**config.mk**
```make
export PLATFORM = sky130hd
export DESIGN_NAME = multicycle_ctrl
export DESIGN_NICKNAME = d
export VERILOG_FILES = /design/src/rtl/multicycle_ctrl.sv
export SDC_FILE = /design/constraint.sdc
export NUM_CORES = 1
export LEC_CHECK = 0
export ABC_AREA = 1
export CAP_MARGIN = 20
export CORE_UTILIZATION = 52
export CTS_BUF_LIST = sky130_fd_sc_hd__clkbuf_4 sky130_fd_sc_hd__clkbuf_8 sky130_fd_sc_hd__clkbuf_16
export DETAILED_ROUTE_END_ITERATION = 6
export GPL_ROUTABILITY_DRIVEN = 1
export PLACE_DENSITY = 0.91
export RECOVER_POWER = 50
export SLEW_MARGIN = 20
export SYNTH_ARGS = -nofsm -noshare
export SYNTH_HDL_FRONTEND = slang
export SYNTH_SLANG_ARGS = --single-unit
```
**constraint.sdc**
```tcl
create_clock -name clk -period 4.48 [get_ports clk]
set_clock_uncertainty 0.05 [all_clocks]
set_input_delay 0.896 -clock clk [delete_from_list [all_inputs] [get_ports clk]]
set_output_delay 0.896 -clock clk [all_outputs]
set_load 0.01 [all_outputs]
```
**src/rtl/multicycle_ctrl.sv**
```systemverilog
// Main control FSM of the multicycle 16-bit RISC: sequences IF/ID/EX/MEM/WB,
// decodes InsM/InsL/PSW into datapath controls, and keeps cycle/retire counters.
module multicycle_ctrl #(
   parameter int CNT_W    = 16,
   parameter bit AUTO_RUN = 1'b0
) (
   input  logic             clk,
   input  logic             Rst,
   input  logic             Run,
   input  logic [7:0]       InsM,
   input  logic [1:0]       InsL,
   input  logic [2:0]       PSW_NZC,
   output logic [1:0]       Jump,
   output logic             Branch,
   output logic             Buff_PC,
   output logic             WBresource,
   output logic             PCplus1orWB,
   output logic             RBresource,
   output logic             WE_RF,
   output logic             LI,
   output logic             oprandB,
   output logic             Flag,
   output logic             ALUop,
   output logic             Buff_PSW,
   output logic             Buff_OutR,
   output logic             MEMresource,
   output logic             LIorMOV,
   output logic             ALUorNot,
   output logic             Buff_MEMIns,
   output logic             WE_MEM,
   output logic             Halted,
   output logic             Illegal,
   output logic [2:0]       state_dbg,
   output logic [CNT_W-1:0] cycle_cnt,
   output logic [CNT_W-1:0] retire_cnt
);

   typedef enum logic [2:0] {
      S_IDLE = 3'd0,
      S_IF   = 3'd1,
      S_ID   = 3'd2,
      S_EX   = 3'd3,
      S_MEM  = 3'd4,
      S_WB   = 3'd5,
      S_HALT = 3'd6
   } state_e;

   localparam logic [4:0] OP_ALU  = 5'b00000;
   localparam logic [4:0] OP_MOV  = 5'b00001;
   localparam logic [4:0] OP_LI   = 5'b00010;
   localparam logic [4:0] OP_LD   = 5'b00011;
   localparam logic [4:0] OP_ST   = 5'b00100;
   localparam logic [4:0] OP_BCC  = 5'b00101;
   localparam logic [4:0] OP_JMP  = 5'b00110;
   localparam logic [4:0] OP_JAL  = 5'b00111;
   localparam logic [4:0] OP_JR   = 5'b01000;
   localparam logic [4:0] OP_HALT = 5'b11111;

   state_e           state_q, state_d;
   logic [CNT_W-1:0] cycle_cnt_q, cycle_cnt_d;
   logic [CNT_W-1:0] retire_cnt_q, retire_cnt_d;
   logic [4:0]       opcode_s;
   logic [2:0]       cond_s;
   logic             flag_n_s, flag_z_s, flag_c_s;
   logic             taken_s, known_s, uses_mem_s, active_s, retire_s;

   assign opcode_s = InsM[7:3];
   assign cond_s   = InsM[2:0];
   assign flag_n_s = PSW_NZC[2];
   assign flag_z_s = PSW_NZC[1];
   assign flag_c_s = PSW_NZC[0];

   // Opcode classification and branch condition evaluation
   always_comb begin
      uses_mem_s = 1'b0;
      known_s    = 1'b1;
      case (opcode_s)
         OP_ALU, OP_MOV, OP_LI, OP_LD, OP_ST: uses_mem_s = 1'b1;
         OP_BCC, OP_JMP, OP_JAL, OP_JR, OP_HALT: uses_mem_s = 1'b0;
         default: known_s = 1'b0;
      endcase
      case (cond_s)
         3'b000:  taken_s = flag_z_s;
         3'b001:  taken_s = ~flag_z_s;
         3'b010:  taken_s = flag_c_s;
         3'b011:  taken_s = ~flag_c_s;
         3'b100:  taken_s = flag_n_s;
         3'b101:  taken_s = ~flag_n_s;
         3'b110:  taken_s = 1'b1;
         default: taken_s = 1'b0;
      endcase
   end

   // Next-state, retirement and saturating counter updates
   always_comb begin
      state_d  = state_q;
      retire_s = 1'b0;
      active_s = (state_q == S_IF) || (state_q == S_ID) || (state_q == S_EX) ||
                 (state_q == S_MEM) || (state_q == S_WB);
      case (state_q)
         S_IDLE: if (Run || AUTO_RUN) state_d = S_IF; else state_d = S_IDLE;
         S_IF:   state_d = S_ID;
         S_ID:   state_d = S_EX;
         S_EX: begin
            if (opcode_s == OP_HALT) begin
               state_d  = S_HALT;
               retire_s = 1'b1;
            end else if (uses_mem_s) begin
               state_d = S_MEM;
            end else begin
               state_d  = S_IF;
               retire_s = 1'b1;
            end
         end
         S_MEM: begin
            if (opcode_s == OP_ST) begin
               state_d  = S_IF;
               retire_s = 1'b1;
            end else begin
               state_d = S_WB;
            end
         end
         S_WB: begin
            state_d  = S_IF;
            retire_s = 1'b1;
         end
         S_HALT:  state_d = S_HALT;
         default: state_d = S_IDLE;
      endcase
      cycle_cnt_d  = cycle_cnt_q;
      retire_cnt_d = retire_cnt_q;
      if (active_s && (cycle_cnt_q != {CNT_W{1'b1}})) cycle_cnt_d = cycle_cnt_q + {{(CNT_W-1){1'b0}}, 1'b1};
      else cycle_cnt_d = cycle_cnt_q;
      if (retire_s && (retire_cnt_q != {CNT_W{1'b1}})) retire_cnt_d = retire_cnt_q + {{(CNT_W-1){1'b0}}, 1'b1};
      else retire_cnt_d = retire_cnt_q;
   end

   // State and counter registers with synchronous reset
   always_ff @(posedge clk) begin
      if (Rst) begin
         state_q      <= S_IDLE;
         cycle_cnt_q  <= {CNT_W{1'b0}};
         retire_cnt_q <= {CNT_W{1'b0}};
      end else begin
         state_q      <= state_d;
         cycle_cnt_q  <= cycle_cnt_d;
         retire_cnt_q <= retire_cnt_d;
      end
   end

   // Datapath controls; Rst forces everything low so an in-flight write is dropped
   always_comb begin
      Jump        = 2'b00;
      Branch      = 1'b0;
      Buff_PC     = 1'b0;
      WBresource  = 1'b0;
      PCplus1orWB = 1'b0;
      RBresource  = 1'b0;
      WE_RF       = 1'b0;
      LI          = 1'b0;
      oprandB     = 1'b0;
      Flag        = 1'b0;
      ALUop       = 1'b0;
      Buff_PSW    = 1'b0;
      Buff_OutR   = 1'b0;
      MEMresource = 1'b0;
      LIorMOV     = 1'b0;
      ALUorNot    = 1'b0;
      Buff_MEMIns = 1'b0;
      WE_MEM      = 1'b0;
      Illegal     = 1'b0;
      if (Rst) begin
         Jump = 2'b00;
      end else begin
         case (state_q)
            S_IF: begin
               PCplus1orWB = 1'b1;
               Buff_MEMIns = 1'b1;
               Buff_PC     = 1'b1;
            end
            S_ID: PCplus1orWB = 1'b1;
            S_EX: begin
               PCplus1orWB = 1'b1;
               case (opcode_s)
                  OP_ALU: begin
                     Buff_PSW = 1'b1;
                     Flag     = InsL[1];
                     ALUop    = InsL[0];
                  end
                  OP_MOV: Buff_OutR = 1'b1;
                  OP_LI:  LI = 1'b1;
                  OP_LD:  oprandB = 1'b1;
                  OP_ST: begin
                     oprandB    = 1'b1;
                     RBresource = 1'b1;
                  end
                  OP_BCC: begin
                     Branch  = taken_s;
                     Buff_PC = taken_s;
                  end
                  OP_JMP: begin
                     Jump    = 2'b01;
                     Buff_PC = 1'b1;
                  end
                  OP_JAL: begin
                     Jump        = 2'b10;
                     Buff_PC     = 1'b1;
                     PCplus1orWB = 1'b0;
                     WE_RF       = 1'b1;
                  end
                  OP_JR: begin
                     Jump    = 2'b11;
                     Buff_PC = 1'b1;
                  end
                  OP_HALT: Illegal = 1'b0;
                  default: Illegal = 1'b1;
               endcase
            end
            S_MEM: begin
               PCplus1orWB = 1'b1;
               case (opcode_s)
                  OP_MOV: begin
                     ALUorNot = 1'b1;
                     LIorMOV  = 1'b1;
                  end
                  OP_LI:  ALUorNot = 1'b1;
                  OP_LD:  MEMresource = 1'b1;
                  OP_ST: begin
                     MEMresource = 1'b1;
                     WE_MEM      = 1'b1;
                  end
                  default: ALUorNot = 1'b0;
               endcase
            end
            S_WB: begin
               PCplus1orWB = 1'b1;
               WE_RF       = 1'b1;
               WBresource  = (opcode_s == OP_LD);
            end
            default: Jump = 2'b00;
         endcase
      end
   end

   assign Halted     = (state_q == S_HALT);
   assign state_dbg  = state_q;
   assign cycle_cnt  = cycle_cnt_q;
   assign retire_cnt = retire_cnt_q;

endmodule

```
Word level (Yosys, flattened, before mapping)
Index checks and enable logic that the tools add are counted.
{ "classes": {"addsub": 2, "eq_ne": 23, "n_mux": 62, "n_bitwise": 3, "reduce_logical": 15} }
{ "ops": {"columns": ["operator", "count"], "rows": [
  ["1-bit 2-to-1 mux", 49],
  ["16-bit by 1-bit adder with 16-bit output, second input constant", 2],
  ["16-bit inequality test, second input constant", 2],
  ["3-bit case mux with 7 select lines", 1],
  ["5-bit by 3-bit equality test with 1-bit output, second input constant", 4],
  ["3-bit equality test, second input constant", 6],
  ["3-bit by 2-bit equality test with 1-bit output, second input constant", 4],
  ["5-bit by 2-bit equality test with 1-bit output, second input constant", 2],
  ["10-bit OR reduction", 1],
  ["3-bit 2-to-1 mux", 3],
  ["1-bit case mux with 2 select lines", 4],
  ["1-bit case mux with 7 select lines", 1],
  ["3-bit by 1-bit equality test with 1-bit output, second input constant", 2],
  ["3-bit zero test", 2],
  ["2-bit case mux with 3 select lines", 1],
  ["5-bit by 1-bit equality test with 1-bit output, second input constant", 1],
  ["5-bit by 4-bit equality test with 1-bit output, second input constant", 1],
  ["5-bit equality test, second input constant", 1],
  ["5-bit zero test", 1],
  ["5-bit OR reduction", 1],
  ["1-bit logical OR", 4],
  ["2-bit 2-to-1 mux", 2],
  ["2-bit OR reduction", 2],
  ["4-bit OR reduction", 1],
  ["4 further kinds", 7]
]} }
{ "totals": {"ff_bits": 35, "inputBits": 16, "out_inout_bits": 56, "wordCells": 108} }

Longest topological paths before layout
Gate-level depths: netlist of the first run.
{ "depth": {"word_depth": 7, "depth_mapped": 12, "ltp_nobuf": 12} }

Least setup slack after synthesis of the first run
OpenSTA, ideal clock, no wires.
{ "synth_timing": {"path_type": "input to output", "start": "input InsM[4]", "end": "output Buff_PC", "arrival_ps": 1709, "required_ps": 3534, "path_slack_ps": 1825, "path_stages": 7, "path_buffers": 0, "cell_sequence": "nor2_1 nand2_1 inv_1 nand3_1 a21oi_1 nor3_1 o21ai_1"} }
{ "synth_via": {"elab_chain_len": 5, "elab_cells_between_ends": 8, "cone_classes": "eq/ne: 4; mux: 3; reduce/logical: 1"} }
{ "synth_rtl": {"columns": ["element", "line", "source"], "rows": [
  ["from (decl)", "10", "input logic [7:0] InsM,"],
  ["5-bit by 4-bit equality test with 1-bit output / 5-bit by 3-bit equality test with 1-bit output (equally long branches)", null, null],
  ["3-bit OR reduction (no source line)", null, null],
  ["1-bit case mux with 2 select lines *", "184", "case (opcode_s)"],
  ["1-bit case mux with 2 select lines *", "175", "case (state_q)"],
  ["1-bit 2-to-1 mux *", "172", "if (Rst) begin"],
  ["to (decl)", "15", "output logic Buff_PC,"]
]} }
Every way passes the cells marked *; elsewhere a longest branch is shown, timed or not.

Final worst setup path of the first run
{ "layout_timing": {"start": "input InsM[3]", "end": "output Illegal"} }
{ "layout_via": {"elab_chain_len": 5, "elab_cells_between_ends": 14, "cone_classes": "eq/ne: 9; mux: 3; reduce/logical: 2"} }
{ "layout_rtl": {"columns": ["element", "line", "source"], "rows": [
  ["5-bit equality test (tied with other cells)", null, null],
  ["10-bit OR reduction (no source line) *", null, null],
  ["1-bit 2-to-1 mux *", "184", null],
  ["1-bit 2-to-1 mux *", "175", null],
  ["1-bit 2-to-1 mux *", "172", null],
  ["to (decl)", "32", "output logic Illegal,"]
]} }
Marks and branches as above.

==> impl_metrics.tcl, run 1 <==
set metrics [dict create \
    synth_nets 421 \
    holdCritPathClass "flop to flop" \
    synth_top_area_share 0.282 \
    cts_buffers 5 \
    path_max_fanout 5 \
    combPwrFrac 0.212 \
    fp.dieH_microns 71.2 \
    row_count 24 \
    fin_crit_ns 3.93 \
    violations "design-rule violations" \
    ys_types 32 \
    die_w_microns 71.2 \
    antenna_found_initial 0 \
    dr_total_vias 2766 \
    syn_inst 403 \
    ant_nets 0 \
    holdWs_ns 0.452 \
    maxSlewHeadroom 0.661 \
    drc 6 \
    critPathLaunchType "primary input" \
    p_int_w 0.000504 \
    synth.largest_area_cell "dfxtp_1" \
    clk-insertion-delay-late_ns 0.29 \
    seq_power_share 0.472 \
    p_leak_nw 1.47 \
    grt_use_total 0.254 \
    n_fill_cell 368 \
    setup.worst_path.end_class "output port" \
    start_util 0.556 \
    grt-ovfl-total 0 \
    gp_congestion 0.899 \
    drtPass1Iterations 7 \
    cts.clk_slew.worst_paths_ns 0.07 \
    setup_viol 0 \
    die-area_sq_um 5060 \
    grt_start_max_net_pins 20 \
    worstMarginPinSlew_ns 0.507 \
    cts_setup_buffers 0 \
    hpwl_mm 4.71 \
    worst-setup-path-type "primary input to output port" \
    drive_above_1_share 0.0735 \
    viasPerCell 5.24 \
    powerDensity_nw_per_um2 222 \
    ys_ff_latch 35 \
    setup-tns-final_ns 0 \
    hold_buffers 0 \
    cts_resized 0 \
    pwr-share-clk 0.316 \
    required_ns 3.53 \
    io_buffers 71 \
    htreeDepth 2 \
    cap_violations 0 \
    cts_tree "done" \
    ir_drop_uv 128 \
    clockRootBuffer "clkbuf_8" \
    finalNetCount 493 \
    outcome "finished, violations left" \
    synth.area.top_cells "dfxtp_1, nand2_1, nor2_1, inv_1, a21oi_1" \
    routedWlPerCell_microns 11.8 \
    first_iter_violations 162 \
    cts.path.max_buffers 2 \
    io_pins 72 \
    p_sw_w 0.000226 \
    antenna-diode-count 0 \
    syn_to_final_growth_pct 32.3 \
    period_share 0.876 \
    drt_wl_total_mm 6.25 \
    fmax_mhz 255 \
    ys_seq_area_frac 0.282 \
    grt_pass1_vias 2487 \
    drv_slew 0 \
    yosysWarnings 0 \
    coreArea_sq_um 4470 \
    cp.arrival_ns 2.98 \
    grt_setup_unrepaired "no" \
    grt_pass1_wl_mm 10.5 \
    sw_frac_of_total 0.309 \
    hold_violations 0 \
    cts_sinks 35 \
    syn_avg_cell_area_sq_um 6.17 \
    synthesis.area_sq_um 2490 \
]
## state kept, by name, indices dropped and copies added, names as in the netlist
signal,cells
cycle_cnt,16
retire_cnt,16
state_dbg,3
## power groups by stage
stage / sequential, W / clock, W / combinational [W]
after floorplan: 0.000355 / 0 / 0.0000921
after global placement: 0.000352 / 0 / 0.000155
after detailed placement: 0.000352 / 0 / 0.000160
after CTS: 0.000345 / 0.000235 / 0.000161
after global routing: 0.000348 / 0.000248 / 0.000172
final: 0.000345 / 0.000231 / 0.000155
## cells in the final DEF, fill, tap and decap left out, drive strengths merged
master and count:
a21boi 1, a21oi 28, buf 2, clkbuf 6, clkdlybuf4s50 43, clkinv 2
clkinvlp 1, dfxtp 35, dlygate4sd3 28, ha 2, inv 47, nand2 113
nand3 28, nand3b 4, nand4 6, nor2 87, nor3 13, o21ai 10
o22ai 1, xnor2 7, xor2 12
## layer usage
metal	up-vias	global-route usage	wire [microns]
met5	-	0	0
met4	0	0.0867	44
met3	4	0.0769	400
met2	100	0.432	3090
met1	1253	0.305	2710
li1	1409	-	-
## worst max-delay path: stages
cell and delay [ns]:
dlygate4sd3_1 0.62, nand2_1 0.13, nor2_2 0.06, nand2_1 0.08
nand2_1 0.05, nor2_1 0.20, nand2_1 0.11, nor3_1 0.23
clkdlybuf4s50_1 0.59
## area by class of cell
| cell class | count | area, sq um | share of cell area |
|---|---|---|---|
| clock inverter | 2 | 12.5 | 0.00380 |
| sequential | 35 | 701 | 0.213 |
| tap | 52 | 65.1 | 0.0198 |
| timing repair buffer | 73 | 726 | 0.221 |
| multi-input combinational | 312 | 1530 | 0.465 |
| clock buffer | 6 | 76.3 | 0.0232 |
| inverter | 48 | 180 | 0.0548 |
## cell families after synthesis
kind of cell               count (synthesis)  synth area share
AOI/OAI and AO/OA                         40            0.0820
DFF                                       35             0.282
xor gates and xnor gates                  19            0.0669
buffers and inverters                     56            0.0991
and+or+nand+nor                          251             0.460
adders and majority gates                  2            0.0101
## synth_stat cells
cell and number:
inv_1 44, o22ai_1 1, nand4_1 6, nand2_2 4, nor3_1 12, nor2_4 1, o21ai_0 8, nand3_4 1
buf_4 3, nor2_2 13, nand3_1 25, xor2_1 12, nor2_1 72, inv_2 3, a21boi_0 1, clkinv_1 1
nand3b_4 1, nor3_2 1, nand3_2 2, xnor2_1 7, clkbuf_1 2, a21oi_1 28, buf_6 1, nand3b_1 3
nor2_8 1, ha_1 2, buf_12 1, nand2_1 107, dfxtp_1 35, nand2_4 2, o21ai_1 2, buf_2 1
## through the flow
stage                     utilization  instance area, sq um  total power (W)  cells  worst slack (ns)
after floorplan                     -                  2490         0.000447    403              1.83
final                           0.735                  3290         0.000730    528             0.555
after detailed placement        0.718                  3210         0.000512    520             0.784
after global routing            0.735                  3290         0.000768    528             0.557
after global placement          0.718                  3210         0.000507    520             0.812
after CTS                       0.738                  3300         0.000740    528             0.763
## final timing paths
kind / cells past startpoint / startpoint / slack (ns) / endpoint
max: 9 / InsM[3] / 0.55 / Illegal
min: 2 / cycle_cnt[15]$_SDFFE_PP0P_ / 0.45 / cycle_cnt[15]$_SDFFE_PP0P_
max reg2reg: 10 / cycle_cnt[0]$_SDFFE_PP0P_ / 2.10 / cycle_cnt[4]$_SDFFE_PP0P_
min reg2reg: 2 / cycle_cnt[15]$_SDFFE_PP0P_ / 0.45 / cycle_cnt[15]$_SDFFE_PP0P_
(Power assumes the default switching activity.)
==> run 2, diff against run 1 <==
--- a/config.mk
+++ b/config.mk
@@ -10,7 +10,6 @@
 export CORE_UTILIZATION = 52
 export CTS_BUF_LIST = sky130_fd_sc_hd__clkbuf_4 sky130_fd_sc_hd__clkbuf_8 sky130_fd_sc_hd__clkbuf_16
 export DETAILED_ROUTE_END_ITERATION = 6
-export GPL_ROUTABILITY_DRIVEN = 1
 export PLACE_DENSITY = 0.91
 export RECOVER_POWER = 50
 export SLEW_MARGIN = 20
==> constraint.sdc (replaced) <==
create_clock -name clk -period 4.48 [get_ports clk]
set_clock_uncertainty 0.05 [all_clocks]
set_input_delay 0.896 -clock clk [delete_from_list [all_inputs] [get_ports clk]]
set_output_delay 0.896 -clock clk [all_outputs]
set_load 0.05 [all_outputs]
==> run 2 against run 1 <==
The run still ends with design-rule violations left; final area decreased by 0.76%; non-clock buffer count stayed put; sequential share of layout area increased by 0.16 points; clock power is 2% higher; register-to-register slack hardly changed; core utilization down 0.56 points; power is 7.7% higher.
==> impl_metrics.tcl, run 2 (synthesis gave the netlist of run 1 again) <==
set metrics [dict create \
    outcome "finished, violations left" \
    violations "design-rule violations" \
    maxSlewHeadroom 0.633 \
    ant_nets 0 \
    ir_drop_uv 142 \
    fin_crit_ns 4.16 \
    antenna-diode-count 0 \
    clk-insertion-delay-late_ns 0.29 \
    drt_wl_total_mm 6.20 \
    dr_total_vias 2737 \
    combPwrFrac 0.262 \
    pwr-share-clk 0.299 \
    wl_met1_mm 2.61 \
    final_common_cell "nand2_1" \
    die_w_microns 71.2 \
    holdCritPathClass "flop to flop" \
    clockRootBuffer "clkbuf_8" \
    hpwl_mm 4.62 \
    grt_pass1_vias 2491 \
    required_ns 3.53 \
    wl_met2_mm 3.04 \
    cap_violations 0 \
    fin_util 0.730 \
    cts_tree "done" \
    gp_congestion 0.866 \
    setup-tns-final_ns 0 \
    cpMaxStageDelayCell "clkdlybuf4s50_1" \
    period_share 0.928 \
    cp.arrival_ns 3.21 \
    highest_layer "met4" \
    path_max_fanout 5 \
    path_delay_family "buffers and inverters" \
    drc 3 \
    io_pins 72 \
    crit_top_cell "nand2_1" \
    route.met3.wl_microns 431 \
    finalWorstSetupSlack_ns 0.324 \
    setup_viol 0 \
    cts.clk_slew.worst_paths_ns 0.07 \
    cts_setup_buffers 0 \
    row_count 24 \
    worstMarginPinSlew_ns 0.549 \
    cts_buffers 5 \
    crit_chain "dlygate4sd3_1 > nand2_1 > nor2_1 > nand2_1 > nand2_1 > nor2_1 > nand2_1 > nor3_1 > clkdlybuf4s50_1" \
    final_cell_mix "nand2_1, nor2_1, inv_1, clkdlybuf4s50_1, dfxtp_1" \
    coreArea_sq_um 4470 \
    regToRegSetupSlack_ns 2.09 \
    holdWs_ns 0.454 \
    drtPass1Iterations 7 \
    grt-ovfl-total 0 \
    grt_pass1_wl_mm 10.5 \
    first_iter_violations 122 \
    finalNetCount 493 \
    die-area_sq_um 5060 \
    fp.dieH_microns 71.2 \
    p_leak_nw 1.46 \
    viasPerCell 5.18 \
    setup.worst_path.end_class "output port" \
    syn_to_final_growth_pct 31.3 \
    htreeDepth 2 \
    cts_resized 0 \
    slowest_delay_ns 0.84 \
    io_buffers 71 \
    drive_above_1_share 0.0819 \
    grt_setup_unrepaired "no" \
    cts_sinks 35 \
    hold_violations 0 \
    p_int_w 0.000511 \
    path_buf_inv 2 \
    grt_use_total 0.256 \
    sw_frac_of_total 0.349 \
    hold_buffers 0 \
    drv_slew 0 \
    powerDensity_nw_per_um2 241 \
    seq_power_share 0.439 \
    fmax_mhz 241 \
    grt_start_max_net_pins 23 \
    cts.path.max_buffers 2 \
    critPathLaunchType "primary input" \
    worst-setup-path-type "primary input to output port" \
    routedWlPerCell_microns 11.7 \
    p_sw_w 0.000274 \
    antenna_found_initial 0 \
    start_util 0.556 \
    pre_cts_ws_ns 0.518 \
]
-- run 2: cell count changes in the layout (fill, tap and decap cells not counted) --
cell / before / now
dlygate4sd3_1: 28 / 20
buf_4: 2 / 8
nand2_1: 108 / 109
nor2_2: 12 / 11
clkbuf_4: 1 / 2
clkinvlp_4: 1 / 0
nand2_4: 2 / 1
nor2_1: 73 / 74
clkdlybuf4s50_1: 43 / 45
-- run 2: power by group through the flow --
stage / combinational [W] / clock, W / sequential (W)
final: 0.000206 / 0.000235 / 0.000345
after CTS: 0.000212 / 0.000237 / 0.000346
after global routing: 0.000223 / 0.000249 / 0.000347
after detailed placement: 0.000211 / 0 / 0.000353
after global placement: 0.000207 / 0 / 0.000352
after floorplan: 0.000102 / 0 / 0.000396
-- run 2: path summary, 6_finish.rpt --
path,from,end,cells after the start
max reg2reg,cycle_cnt[0]$_SDFFE_PP0P_,cycle_cnt[4]$_SDFFE_PP0P_,10
min,cycle_cnt[15]$_SDFFE_PP0P_,cycle_cnt[15]$_SDFFE_PP0P_,2
min reg2reg,cycle_cnt[15]$_SDFFE_PP0P_,cycle_cnt[15]$_SDFFE_PP0P_,2
max,InsM[3],Illegal,9
-- run 2: area by class of cell --
class | count | area [sq um]
multi-input combinational | 312 | 1520
fill | 352 | 1210
timing repair buffer | 73 | 711
sequential | 35 | 701
inverter | 48 | 180
clock buffer | 7 | 83.8
tap | 52 | 65.1
clock inverter | 1 | 5.00
-- run 2: per-stage QoR --
stage	instances	power [W]	cell area [sq um]
floorplan	403	0.000498	2490
global placement	520	0.000558	3200
CTS	528	0.000795	3290
global route	528	0.000820	3270
detailed placement	520	0.000564	3200
finish	528	0.000786	3270
-- run 2: layer usage --
| metal | up-vias | GRT usage |
|---|---|---|
| li1 | 1409 | - |
| met1 | 1207 | 0.303 |
| met2 | 103 | 0.454 |
| met3 | 18 | 0.0655 |
| met4 | 0 | 0.0711 |
| met5 | - | 0 |
-- run 2: worst reg2reg max path: cells and delay by family, from the launching register on --
family | cells | cell delay [ns]
buffers and inverters | 1 | 0.36
DFF | 1 | 0.42
adders and majority gates | 1 | 0.23
and+or+nand+nor | 8 | 1.22
==> run 3, diff against run 2 <==
--- a/config.mk
+++ b/config.mk
@@ -10,7 +10,7 @@
 export CORE_UTILIZATION = 52
 export CTS_BUF_LIST = sky130_fd_sc_hd__clkbuf_4 sky130_fd_sc_hd__clkbuf_8 sky130_fd_sc_hd__clkbuf_16
 export DETAILED_ROUTE_END_ITERATION = 6
-export PLACE_DENSITY = 0.91
+export PLACE_DENSITY = 0.84
 export RECOVER_POWER = 50
 export SLEW_MARGIN = 20
 export SYNTH_ARGS = -nofsm -noshare
==> run 3 against run 2 <==
Core utilization grew 0.59 points; non-clock buffer count is the same; power grew 8.5%; first-iteration DRC count grew 61%; critical path type unchanged; die area is the same; the flow still finishes with violations (design-rule violations); final area grew 0.80%; setup slack gained 0.042 ns; critical path depth is the same; global-route usage grew 0.95 points; via count grew 0.29%.
==> impl_metrics.tcl, run 3 (synthesis gave the netlist of run 1 again) <==
set metrics [dict create \
    outcome "finished, violations left" \
    violations "design-rule violations" \
    fp.dieH_microns 71.2 \
    htreeDepth 2 \
    period_share 0.918 \
    dp.cells 520 \
    die_w_microns 71.2 \
    cts.clk_slew.worst_paths_ns 0.08 \
    timing.critical_path.from "InsM[3]" \
    antenna-diode-count 0 \
    path_buf_inv 2 \
    gp_congestion 0.891 \
    io_buffers 71 \
    cts_buffers 5 \
    antenna_found_initial 0 \
    cpMaxStageDelayCell "clkdlybuf4s50_1" \
    drv_slew 0 \
    cts_sinks 35 \
    cap_violations 0 \
    drc 3 \
    row_count 24 \
    cts_resized 0 \
    p_leak_nw 1.48 \
    grt_start_max_net_pins 23 \
    worst-setup-path-type "primary input to output port" \
    crit_top_cell "nand2_1" \
    ant_nets 0 \
    holdCritPathClass "flop to flop" \
    hold_violations 0 \
    r2r_start "cycle_cnt[0]$_SDFFE_PP0P_" \
    io_pins 72 \
    first_iter_violations 196 \
    p_total_w 0.000853 \
    grt_pass1_vias 2452 \
    die-area_sq_um 5060 \
    fin_crit_ns 4.11 \
    drtPass1Iterations 6 \
    syn_to_final_growth_pct 32.3 \
    clk-insertion-delay-late_ns 0.29 \
    viasPerCell 5.20 \
    setup.worst_path.end_class "output port" \
    grt_setup_unrepaired "no" \
    holdWs_ns 0.455 \
    maxSlewHeadroom 0.650 \
    path_delay_family "buffers and inverters" \
    setup-tns-final_ns 0 \
    finalNetCount 493 \
    coreArea_sq_um 4470 \
    cts_setup_buffers 0 \
    finish.instance_area_sq_um 3290 \
    final_cell_mix "nand2_1, nor2_1, inv_1" \
    drive_above_1_share 0.0840 \
    required_ns 3.53 \
    grt_use_total 0.265 \
    slowest_delay_ns 0.84 \
    critPathLaunchType "primary input" \
    routedWlPerCell_microns 12.0 \
    cp.arrival_ns 3.17 \
    hold_start "cycle_cnt[15]$_SDFFE_PP0P_" \
    start_util 0.556 \
    drt_wl_total_mm 6.36 \
    powerDensity_nw_per_um2 259 \
    clockRootBuffer "clkbuf_8" \
    grt_pass1_wl_mm 10.8 \
    grt-ovfl-total 0 \
    hold_buffers 0 \
    path_max_fanout 5 \
    crit_chain "dlygate4sd3_1 > nand2_1 > nor2_1 > nand2_1 > nand2_1 > nor2_1 > nand2_1 > nor3_1 > clkdlybuf4s50_1" \
    cts_tree "done" \
    cts.path.max_buffers 2 \
    dpl-instance-area_sq_um 3190 \
    worstMarginPinSlew_ns 0.523 \
    setup_viol 0 \
    ir_drop_uv 119 \
    fmax_mhz 243 \
    final_cells 528 \
    hpwl_mm 4.78 \
    dr_total_vias 2745 \
    final_common_cell "nand2_1" \
]
## run 3: changes by cell type in the layout (fill, tap and decap cells not counted), sizes merged
cell,change
buf,+1
bufinv,+1
clkbuf,-1
clkdlybuf4s50,-1
## run 3: worst min-delay path, delay by kind of cell, from the launching register on
kind	cells	cell delay [ns]
AO/OA/AOI/OAI	1	0.06
flip-flops	1	0.34
AND/OR/NAND/NOR	1	0.07
## run 3: report_power, final
group          leakage (nW)  internal [W]  switching (W)
logic                  1.13     0.0000642       0.000141
registers             0.283      0.000325      0.0000200
clock network        0.0612      0.000180       0.000122
## run 3: layout make-up
cell class,instances,area [sq um]
inverter,48,180
sequential,35,701
tap,52,65.1
timing repair buffer,73,708
clock inverter,2,35.0
clock buffer,6,82.6
fill,388,1180
multi-input combinational,312,1520
## run 3: metal layers
layer	GRT usage	vias up	wire, microns
met5	0	-	0
met4	0.0956	0	86
met3	0.0670	11	447
met2	0.443	92	2980
met1	0.329	1233	2850
li1	-	1409	-
## run 3: through the flow
stage / setup WS, ns / util
floorplan: 0.873 / -
global placement: 0.552 / 0.714
detailed placement: 0.528 / 0.714
CTS: 0.507 / 0.740
global route: 0.223 / 0.736
finish: 0.366 / 0.736
## run 3: path summary, 6_finish.rpt
| check | endpoint | cells past startpoint | slack, ns |
|---|---|---|---|
| max | Illegal | 9 | 0.37 |
| min | cycle_cnt[15]$_SDFFE_PP0P_ | 2 | 0.45 |
| max reg2reg | cycle_cnt[4]$_SDFFE_PP0P_ | 10 | 2.04 |
| min reg2reg | cycle_cnt[15]$_SDFFE_PP0P_ | 2 | 0.45 |
